<file path="config.mk">
export PLATFORM = sky130hd
export DESIGN_NAME = inst_decoder
export DESIGN_NICKNAME = d
export VERILOG_FILES = /design/src/rtl/core_pkg.sv /design/src/rtl/inst_decoder_strobe_delay.sv /design/src/rtl/inst_decoder.sv
export SDC_FILE = /design/constraint.sdc
export NUM_CORES = 1
export LEC_CHECK = 0
export ABC_CLOCK_PERIOD_IN_PS = 4400
export CAP_MARGIN = 30
export CORE_UTILIZATION = 47
export DETAILED_ROUTE_END_ITERATION = 10
export GPL_TIMING_DRIVEN = 0
export PLACE_DENSITY_LB_ADDON = 0.05
export REMOVE_ABC_BUFFERS = 1
export SYNTH_ARGS = -nofsm -noshare
export SYNTH_HDL_FRONTEND = slang
export SYNTH_SLANG_ARGS = --single-unit
</file>
<file path="constraint.sdc">
create_clock -name clk -period 4.4 [get_ports clk]
set_input_delay 0.44 -clock clk [delete_from_list [all_inputs] [get_ports clk]]
set_output_delay 0.44 -clock clk [all_outputs]
set_load 0.005 [all_outputs]
</file>
<file path="src/rtl/core_pkg.sv">
// Shared instruction-word layout and FSM phase encodings for the decoder slice.
package core_pkg;
   localparam int INST_W     = 35;
   localparam int ADDR_W     = 11;
   localparam int MODE_B     = 34;
   localparam int ACC_B      = 33;
   localparam int CEN_P_B    = 32;
   localparam int WEN_P_B    = 31;
   localparam int A_P_MSB    = 30;
   localparam int A_P_LSB    = 20;
   localparam int CEN_X_B    = 19;
   localparam int WEN_X_B    = 18;
   localparam int A_X_MSB    = 17;
   localparam int A_X_LSB    = 7;
   localparam int OFIFO_RD_B = 6;
   localparam int IFIFO_WR_B = 5;
   localparam int IFIFO_RD_B = 4;
   localparam int L0_RD_B    = 3;
   localparam int L0_WR_B    = 2;
   localparam int EXEC_B     = 1;
   localparam int LOAD_B     = 0;

   typedef enum logic [1:0] {
      IDLE  = 2'd0,
      LOAD  = 2'd1,
      EXEC  = 2'd2,
      DRAIN = 2'd3
   } phase_e;
endpackage

</file>
<file path="src/rtl/inst_decoder_strobe_delay.sv">
// N-stage strobe shift register; a kill bit drops that strobe as it enters the pipe.
module strobe_delay #(
   parameter int W = 2,
   parameter int N = 2
) (
   input  logic         clk,
   input  logic         reset,
   input  logic [W-1:0] d_i,
   input  logic [W-1:0] kill_i,
   output logic [W-1:0] q_o
);
   logic [W-1:0] pipe_q [N];

   always_ff @(posedge clk) begin
      if (reset) begin
         for (int i = 0; i < N; i++) pipe_q[i] <= '0;
      end else begin
         pipe_q[0] <= d_i & ~kill_i;
         for (int i = 1; i < N; i++) pipe_q[i] <= pipe_q[i-1];
      end
   end

   assign q_o = pipe_q[N-1];
endmodule

</file>
<file path="src/rtl/inst_decoder.sv">
// Instruction decoder: registers inst fields, runs the IDLE/LOAD/EXEC/DRAIN phase FSM,
// keeps saturating activity counters. Define INST_DECODER_ERR_EN to build protocol-error logic.
module inst_decoder
   import core_pkg::*;
#(
   parameter int DRAIN_LEN = 10,
   parameter int CNT_W     = 8
) (
   input  logic                 clk,
   input  logic                 reset,
   input  logic [INST_W-1:0]    inst,
   output logic                 mode_o,
   output logic                 acc_o,
   output logic                 cen_pmem_o,
   output logic                 wen_pmem_o,
   output logic [ADDR_W-1:0]    a_pmem_o,
   output logic                 cen_xmem_o,
   output logic                 wen_xmem_o,
   output logic [ADDR_W-1:0]    a_xmem_o,
   output logic                 ofifo_rd_o,
   output logic                 ififo_rd_o,
   output logic                 l0_rd_o,
   output logic                 ififo_wr_o,
   output logic                 l0_wr_o,
   output logic                 execute_o,
   output logic                 load_o,
   output logic [1:0]           phase_o,
   output logic [CNT_W-1:0]     load_cnt_o,
   output logic [CNT_W-1:0]     exec_cnt_o,
   output logic [CNT_W-1:0]     psum_wr_cnt_o,
   output logic [2:0]           err_o
);
   localparam int DW = (DRAIN_LEN > 1) ? $clog2(DRAIN_LEN) : 1;

   logic              mode_q, acc_q, cen_p_q, wen_p_q, cen_x_q, wen_x_q;
   logic [ADDR_W-1:0] a_p_q, a_x_q;
   logic              ofifo_rd_q, ififo_rd_q, l0_rd_q, exec_q, load_q;
   phase_e            phase_q, phase_d;
   logic [DW-1:0]     drain_q, drain_d;
   logic [CNT_W-1:0]  load_cnt_q, load_cnt_d, exec_cnt_q, exec_cnt_d, psum_cnt_q, psum_cnt_d;
   logic [2:0]        err_q, err_d;
   logic              l0_kill, force_off;

   function automatic logic [CNT_W-1:0] sat_inc(input logic [CNT_W-1:0] v);
      return (v == '1) ? v : v + CNT_W'(1);
   endfunction

`ifdef INST_DECODER_ERR_EN
   logic both_raw, mode_chg;
   assign both_raw  = inst[LOAD_B] & inst[EXEC_B];
   assign mode_chg  = (inst[MODE_B] != mode_q) && (phase_q != IDLE);
   assign l0_kill   = ~inst[CEN_X_B] & ~inst[WEN_X_B] & inst[L0_WR_B];
   assign err_d     = err_q | {l0_kill, mode_chg, both_raw};
   assign force_off = load_q & exec_q;
`else
   assign l0_kill   = 1'b0;
   assign err_d     = '0;
   assign force_off = 1'b0;
`endif

   // FIFO writes lag two cycles so they line up with the SRAM read data.
   strobe_delay #(.W(2), .N(2)) u_wr_dly (
      .clk    (clk),
      .reset  (reset),
      .d_i    ({inst[IFIFO_WR_B], inst[L0_WR_B]}),
      .kill_i ({1'b0, l0_kill}),
      .q_o    ({ififo_wr_o, l0_wr_o})
   );

   // Counters count on the cycle whose next phase is the counted phase, so the
   // entry cycle is included and the clear on entry happens before that count.
   always_comb begin
      phase_d    = phase_q;
      drain_d    = drain_q;
      load_cnt_d = load_cnt_q;
      exec_cnt_d = exec_cnt_q;
      psum_cnt_d = psum_cnt_q;
      unique case (phase_q)
         IDLE: begin
            if (load_q && !exec_q)      phase_d = LOAD;
            else if (exec_q && !load_q) phase_d = EXEC;
         end
         LOAD: if (!load_q) phase_d = IDLE;
         EXEC: begin
            if (!exec_q) begin
               phase_d = DRAIN;
               drain_d = '0;
            end
         end
         DRAIN: begin
            if (load_q && exec_q) begin
               phase_d = DRAIN;
            end else if (exec_q) begin
               phase_d = EXEC;
               drain_d = '0;
            end else if (drain_q == DW'(DRAIN_LEN - 1)) begin
               phase_d = IDLE;
            end else begin
               drain_d = drain_q + DW'(1);
            end
         end
         default: phase_d = IDLE;
      endcase
      if (phase_q == IDLE && phase_d == LOAD) load_cnt_d = '0;
      if (phase_d == LOAD && load_q)          load_cnt_d = sat_inc(load_cnt_d);
      if (phase_q == IDLE && phase_d == EXEC) exec_cnt_d = '0;
      if (phase_d == EXEC && l0_rd_q)         exec_cnt_d = sat_inc(exec_cnt_d);
      if (!cen_p_q && !wen_p_q && ofifo_rd_q) psum_cnt_d = sat_inc(psum_cnt_q);
   end

   always_ff @(posedge clk) begin
      if (reset) begin
         mode_q     <= 1'b0;
         acc_q      <= 1'b0;
         cen_p_q    <= 1'b1;
         wen_p_q    <= 1'b1;
         a_p_q      <= '0;
         cen_x_q    <= 1'b1;
         wen_x_q    <= 1'b1;
         a_x_q      <= '0;
         ofifo_rd_q <= 1'b0;
         ififo_rd_q <= 1'b0;
         l0_rd_q    <= 1'b0;
         exec_q     <= 1'b0;
         load_q     <= 1'b0;
         phase_q    <= IDLE;
         drain_q    <= '0;
         load_cnt_q <= '0;
         exec_cnt_q <= '0;
         psum_cnt_q <= '0;
         err_q      <= '0;
      end else begin
         mode_q     <= inst[MODE_B];
         acc_q      <= inst[ACC_B];
         cen_p_q    <= inst[CEN_P_B];
         wen_p_q    <= inst[WEN_P_B];
         a_p_q      <= inst[A_P_MSB:A_P_LSB];
         cen_x_q    <= inst[CEN_X_B];
         wen_x_q    <= inst[WEN_X_B];
         a_x_q      <= inst[A_X_MSB:A_X_LSB];
         ofifo_rd_q <= inst[OFIFO_RD_B];
         ififo_rd_q <= inst[IFIFO_RD_B];
         l0_rd_q    <= inst[L0_RD_B];
         exec_q     <= inst[EXEC_B];
         load_q     <= inst[LOAD_B];
         phase_q    <= phase_d;
         drain_q    <= drain_d;
         load_cnt_q <= load_cnt_d;
         exec_cnt_q <= exec_cnt_d;
         psum_cnt_q <= psum_cnt_d;
         err_q      <= err_d;
      end
   end

   assign mode_o        = mode_q;
   assign acc_o         = acc_q;
   assign cen_pmem_o    = cen_p_q;
   assign wen_pmem_o    = wen_p_q;
   assign a_pmem_o      = a_p_q;
   assign cen_xmem_o    = cen_x_q;
   assign wen_xmem_o    = wen_x_q;
   assign a_xmem_o      = a_x_q;
   assign ofifo_rd_o    = ofifo_rd_q;
   assign ififo_rd_o    = ififo_rd_q;
   assign l0_rd_o       = l0_rd_q;
   assign execute_o     = exec_q & ~force_off;
   assign load_o        = load_q & ~force_off;
   assign phase_o       = phase_q;
   assign load_cnt_o    = load_cnt_q;
   assign exec_cnt_o    = exec_cnt_q;
   assign psum_wr_cnt_o = psum_cnt_q;
   assign err_o         = err_q;
endmodule

</file>
# Word level (Yosys, flattened, before mapping)
# Memory sizes are Yosys's and may differ from the RTL's.
# Cells that the tools add are included.
[word_totals] register_bits=63 ramBits=4 n_memories=1
[op_classes] n_reduce_logical=17 bitwise_logic=3 n_eq_ne=12 n_mux=24 add_sub_neg=4
[mem_list] name="u_wr_dly.pipe_q" depth=2 word_bits=2 read_ports=2 rd_clocked_by_memory_dff=0 write_ports=2 line_no="inst_decoder_strobe_delay.sv:12" rtl="logic [W-1:0] pipe_q [N];"
[op_table] operator="two-way mux 8 bit" n=6
[op_table] operator="adder 8 x 1 -> 8 bit (second input constant)" n=3
[op_table] operator="== test 8 bit (second input constant)" n=3
[op_table] operator="two-way mux 2 bit" n=9
[op_table] operator="two-way mux 4 bit" n=4
[op_table] operator="logical AND 1 bit" n=9
[op_table] operator="one-hot mux 2 bit (4 select lines)" n=1
[op_table] operator="one-hot mux 4 bit (2 select lines)" n=1
[op_table] operator="== test 2 bit (second input constant)" n=3
[op_table] operator="adder 4 x 1 -> 4 bit (second input constant)" n=1
[op_table] operator="== test 2 x 1 -> 1 bit (second input constant)" n=2
[op_table] operator="== test 4 bit (second input constant)" n=1
[op_table] operator="logical NOT 1 bit" n=4
[op_table] operator="inequality test 2 bit (second input constant)" n=2
[op_table] operator="AND reduction 4 bit" n=1
[op_table] operator="two-way mux 1 bit" n=3
[op_table] operator="inequality test 3 bit (second input constant)" n=1
[op_table] operator="logical NOT 2 bit" n=1
[op_table] operator="OR 1 bit" n=2
[op_table] operator="AND reduction 2 bit" n=1
[op_table] operator="nonzero test 2 bit" n=1
[op_table] operator="inverter 1 bit" n=1

# Logic depth before layout (Yosys ltp)
[depth] ltp_word=11 depth_mapped=9 depth_no_buf=7

# Cells and area by module
# From an unflattened synthesis, not the netlist that was laid out.
[unflattened] cells_unflattened=283 area_unflattened_um2=2710.1
[by_module_without_submodules] mod="inst_decoder" instances=1 seq_area_each_um2=1261.2 cells_per_inst=273 area_per_inst_um2=2577.5
[by_module_without_submodules] mod="strobe_delay" instances=1 seq_area_each_um2=80.1 cells_per_inst=10 area_per_inst_um2=132.6

# Least setup slack after synthesis
# OpenSTA, ideal clock, no wires.
[synth_path] path_type="reg-to-reg" from="reg exec_q, in the netlist execute_o" to="reg load_cnt_q[0], in the netlist load_cnt_o[0]" stages_incl_launch_ff=10 slack_ps=2020 period_less_slack_ps=2380 setup_ps=71 arrival_time_ps=2309 n_path_buf=2 path_cell_list="dfxtp_1 buf_6 or4b_1 buf_2 and2_2 ha_1 and3_1 and4_1 or3_1 a21oi_1"
[synth_via] elab_chain_cells=10 elab_cells_between_ends=18 cone_classes="1 x add/sub; 2 x eq/ne; 9 x mux; 6 x reduce/logical"
[synth_rtl] element="start, declared" line_no="inst_decoder.sv:37" rtl="logic ofifo_rd_q, ififo_rd_q, l0_rd_q, exec_q, load_q;"
[synth_rtl] element="start signal, assigned" line_no="inst_decoder.sv:144" rtl="exec_q <= inst[EXEC_B];"
[synth_rtl] element="logical AND 1 bit or logical NOT 1 bit (tied branches)"
[synth_rtl] element="two-way mux 2 bit or logical AND 1 bit (tied branches)" line_no="inst_decoder.sv:81, inst_decoder.sv:80"
[synth_rtl] element="two-way mux 2 bit" line_no="inst_decoder.sv:80" rtl="if (load_q && !exec_q) phase_d = LOAD;"
[synth_rtl] element="one-hot mux 2 bit (4 select lines) (*)" line_no="inst_decoder.sv:78" rtl="unique case (phase_q)"
[synth_rtl] element="== test 2 x 1 -> 1 bit (*)" line_no="inst_decoder.sv:104, inst_decoder.sv:105"
[synth_rtl] element="logical AND 1 bit" line_no="inst_decoder.sv:104" rtl="if (phase_q == IDLE && phase_d == LOAD) load_cnt_d = '0;"
[synth_rtl] element="two-way mux 8 bit" line_no="inst_decoder.sv:104"
[synth_rtl] element="adder 8 x 1 -> 8 bit or == test 8 bit (tied branches)" line_no="inst_decoder.sv:45" rtl="return (v == '1) ? v : v + CNT_W'(1);"
[synth_rtl] element="two-way mux 8 bit" line_no="inst_decoder.sv:45"
[synth_rtl] element="two-way mux 8 bit (*)" line_no="inst_decoder.sv:105" rtl="if (phase_d == LOAD && load_q) load_cnt_d = sat_inc(load_cnt_d);"
[synth_rtl] element="end signal, assigned" line_no="inst_decoder.sv:148" rtl="load_cnt_q <= load_cnt_d;"
[synth_rtl] element="end, declared" line_no="inst_decoder.sv:40" rtl="logic [CNT_W-1:0] load_cnt_q, load_cnt_d, exec_cnt_q, exec_cnt_d, psum_cnt_q, psum_cnt_d;"
# Mark *: on every way between the ends. The rest lies on a longest branch, timed or not.
# A chain may end at the register's enable or synchronous reset.

# Worst setup path after layout
[layout_path] from="reg phase_q[0], in the netlist phase_o[0]" to="reg load_cnt_q[0], in the netlist load_cnt_o[0]"
[layout_via] elab_chain_cells=10 elab_cells_between_ends=20 cone_classes="1 x add/sub; 5 x eq/ne; 11 x mux; 3 x reduce/logical"
[layout_rtl] element="start, declared" line_no="inst_decoder.sv:38" rtl="phase_e phase_q, phase_d;"
[layout_rtl] element="start signal, assigned" line_no="inst_decoder.sv:146" rtl="phase_q <= phase_d;"
[layout_rtl] element="two-way mux 2 bit" line_no="inst_decoder.sv:96" rtl="end else if (drain_q == DW'(DRAIN_LEN - 1)) begin"
[layout_rtl] element="two-way mux 2 bit" line_no="inst_decoder.sv:93" rtl="end else if (exec_q) begin"
[layout_rtl] element="two-way mux 2 bit" line_no="inst_decoder.sv:91" rtl="if (load_q && exec_q) begin"
[layout_rtl] element="one-hot mux 2 bit (4 select lines)" line_no="inst_decoder.sv:78"
[layout_rtl] element="== test 2 x 1 -> 1 bit" line_no="inst_decoder.sv:104, inst_decoder.sv:105"
[layout_rtl] element="logical AND 1 bit" line_no="inst_decoder.sv:104"
[layout_rtl] element="two-way mux 8 bit" line_no="inst_decoder.sv:104"
[layout_rtl] element="adder 8 x 1 -> 8 bit or == test 8 bit (tied branches)" line_no="inst_decoder.sv:45"
[layout_rtl] element="two-way mux 8 bit" line_no="inst_decoder.sv:45"
[layout_rtl] element="two-way mux 8 bit (*)" line_no="inst_decoder.sv:105"
# Marks and branches as above.

==> run summary <==
- **outcome** complete, no violations
- **total wirelength of the detailed-routed design** 6074 um
- **number of rows in the core area** 27
- **CTS H-Tree Depth** 3
- **count of warnings emitted by yosys** 0
- **slowest library cell on the worst path** or4b_1
- **Std-Cell Core Area** 5540 um^2
- **vias per cell** 5.221
- **buffer type at the clock tree root** clkbuf_8
- **Static Leak** 0.001422 uW
- **global-route wire length before repair** 10,080 um
- **Clk Latency, worst-skew pair** 0.34 ns
- **endpoint kind of the worst setup timing path** flop
- **first-iteration detailed-routing DRC count** 85
- **die footprint** 6074 um^2
- **Worst Max-Slew Pin Slew** 0.7170 ns
- **cell area after technology mapping** 2710 um^2
- **maximum resistive drop on vdd** 0.0002658 V
- **Tot GR Track Use** 21.61%
- **post-detailed-route DRC marker count** 0
- **distinct cell type count after synthesis** 52
- **count of endpoints failing setup in the final report** 0
- **synthesized instance count** 284
- **half-perimeter wire length after placement** 4361 um
- **cell-by-cell listing of the critical path** or4b_1 -> and2_2 -> ha_1 -> and3_1 -> and4_1 -> or3_1 -> a21oi_1
- **remaining max-slew budget at the tightest pin** 51.80%
- **cell type group with the largest total delay on the critical path** simple AND/OR/NAND/NOR gates
- **number of maximum-capacitance violations** 0
- **Power Density** 337.9 nW/um^2
- **count of boundary I/O pins** 101
- **critical path arrival** 2.89 ns
- **effective utilization at floorplan** 48.92%
- **most common cell after layout, fill and taps aside** clkdlybuf4s50_1
- **worst clock skew** 0.009893 ns
- **Achievable Freq** 382.1 MHz
- **buffers inserted by post-CTS timing repair** 0
- **Area growth syn-to-layout** 45.11%
- **most used flip-flop cell after synthesis** dfxtp_1
- **net total in the final layout** 422
- **Async S/R FF share, synth** 0%
- **die height** 77.94 um
- **TritonCTS clock tree** done
- **cell taking the most area after synthesis** dfxtp_1
- **worst path bufs/invs** 0
- **minimum period implied by the final worst setup slack** 2.617 ns
- **detailed-route wire length per cell** 13.29 um
- **vias in the first global route** 2,220
- **Seq/Total Area, Yosys** 49.49%
- **clock input transition at the sequential cells of the worst setup and hold paths** 0.07 ns
- **Routability Congestion** 0.8650
- **required time of the critical path** 4.67 ns
- **Slew Viols, Final** 0
- **antenna viol nets, final** 0
- **Post-Syn Area per Cell** 9.543 um^2
- **final worst path period share** 59.48%
- **die width** 77.94 um
- **sum of negative setup slack** 0 ns
- **count of final hold-check violations** 0
- **largest net degree at the start of global routing** 41
- **final design utilization** 70.98%
- **Synth top area share** 49.49%
- **total clock buffers created by CTS** 9
- **worst min-delay path class** reg2reg
- **antenna diode count** 0
- **port buffer count** 97
- **worst-path fanout max** 15
- **number of synthesized flops with an enable pin** 0
- **commonest cells after routing, fill and taps aside** 96 x clkdlybuf4s50_1, 67 x dfxtp_1, 40 x nor2b_1, 18 x nand2_1, 16 x a21oi_1
- **synthesized flop and latch total** 67
- **fraction of final layout cells with drive strength greater than 1** 7.792%
- **kind of start point of the critical path** flop
- **TritonCTS Sinks** 67
- **CTS resizes** 0
- **Vias** 2,386
- **Max clock buf depth** 2
- **unrepaired setup endpoints after global routing** no
- **Slowest Stage Delay on Critical Path** 0.67 ns
- **Post-Place Worst Slack** 1.819 ns
- **router iterations before antenna repair** 4
- **critical path class** reg2reg
- **worst path setup slack after routing** 1.783 ns
- **largest cells by area after synthesis** dfxtp_1 49%, nor2b_1 9.2%, a21oi_1 3.0%
- **CTS Hold Buffers Added** 0
- **overall overflow remaining after global route** 0
- **antenna violations before repair** 0
[sequential cells by signal, indices dropped and copies added (netlist names), 2 cells and up]
signal and cells:
a_pmem_o 11, a_xmem_o 11, drain_q 4, exec_cnt_o 8, load_cnt_o 8, phase_o 2
psum_wr_cnt_o 8, u_wr_dly.pipe_q 4
[final cells by class]
type / instances / area (um^2)
clock inverter: 7 / 98.84
tap: 72 / 90.09
clock buffer: 9 / 123.9
timing repair buffer: 98 / 985.9
multi-input combinational: 200 / 1277
fill: 459 / 1608
inverter: 4 / 15.01
sequential: 67 / 1341
[final timing paths]
check / startpoint / endpoint / slack (ns) / cells after the start
worst max register to register: phase_o[0] / load_cnt_o[0] / 1.78 / 7
worst max-delay path: phase_o[0] / load_cnt_o[0] / 1.78 / 7
worst min-delay path: u_wr_dly.pipe_q[0][0] / u_wr_dly.pipe_q[0][2] / 0.44 / 1
worst min register to register: u_wr_dly.pipe_q[0][0] / u_wr_dly.pipe_q[0][2] / 0.44 / 1
[cell usage after synthesis, drive strengths merged, types with 2 or more instances]
library cell and instances:
and2 5, xor2 6, clkbuf 9, nand2 18, ha 5, o31ai 5
buf 6, dfxtp 67, o21ai 11, or2 5, nand4b 3, or4 5
mux2i 2, nor3 4, nor2 13, a21o 3, or4b 2, a31o 2
nand3 8, nor4 6, nor2b 40, o211ai 2, and3 4, or3 3
inv 4, nand2b 3, a21oi 16, and4 4, o21a 2, nand4 6
[kinds of logic (layout without fill, tap and decap cells)]
family	count (synthesis)	in the layout	synth area share, %
AOI/OAI and AO/OA	50	50	11.73
xor gates and xnor gates	7	7	2.262
other	1	3	0.1384
buffers and inverters	19	118	3.647
and+or+nand+nor	133	133	29.69
muxes	2	2	0.7387
adders and majority gates	5	5	2.308
DFF	67	67	49.49
[report_power, final]
group	switching (uW)	internal, uW	total (uW)
clock	243	323	566
sequential	13.6	627	641
combinational	42.7	79.5	122
[per-stage QoR]
stage | std cells | cell area [um^2] | hold slack (ns) | power [uW]
3_3_place_gp | 440 | 3695 | 0.4176 | 775.2
5_1_grt | 457 | 3933 | 0.4612 | 1389
6_report | 457 | 3933 | 0.4385 | 1329
4_1_cts | 457 | 3933 | 0.4421 | 1349
2_1_floorplan | 271 | 2634 | 0.4138 | 690.5
3_5_place_dp | 441 | 3710 | 0.4239 | 777.7
[worst reg2reg max path: stages (launching register included)]
cell and delay [ns]:
dfxtp_1 0.47, or4b_1 0.67, and2_2 0.27, ha_1 0.25, and3_1 0.21, and4_1 0.22, or3_1 0.30, a21oi_1 0.16
[metal layers]
metal	global-route usage (%)	part of all wire [%]	vias up
met5	0	0	-
met1	25.35	43	1113
li1	-	-	1197
met2	34.69	49	68
met3	8.471	7.1	8
met4	9.815	1.3	0
Note: power is estimated with default switching activity, not from simulation.
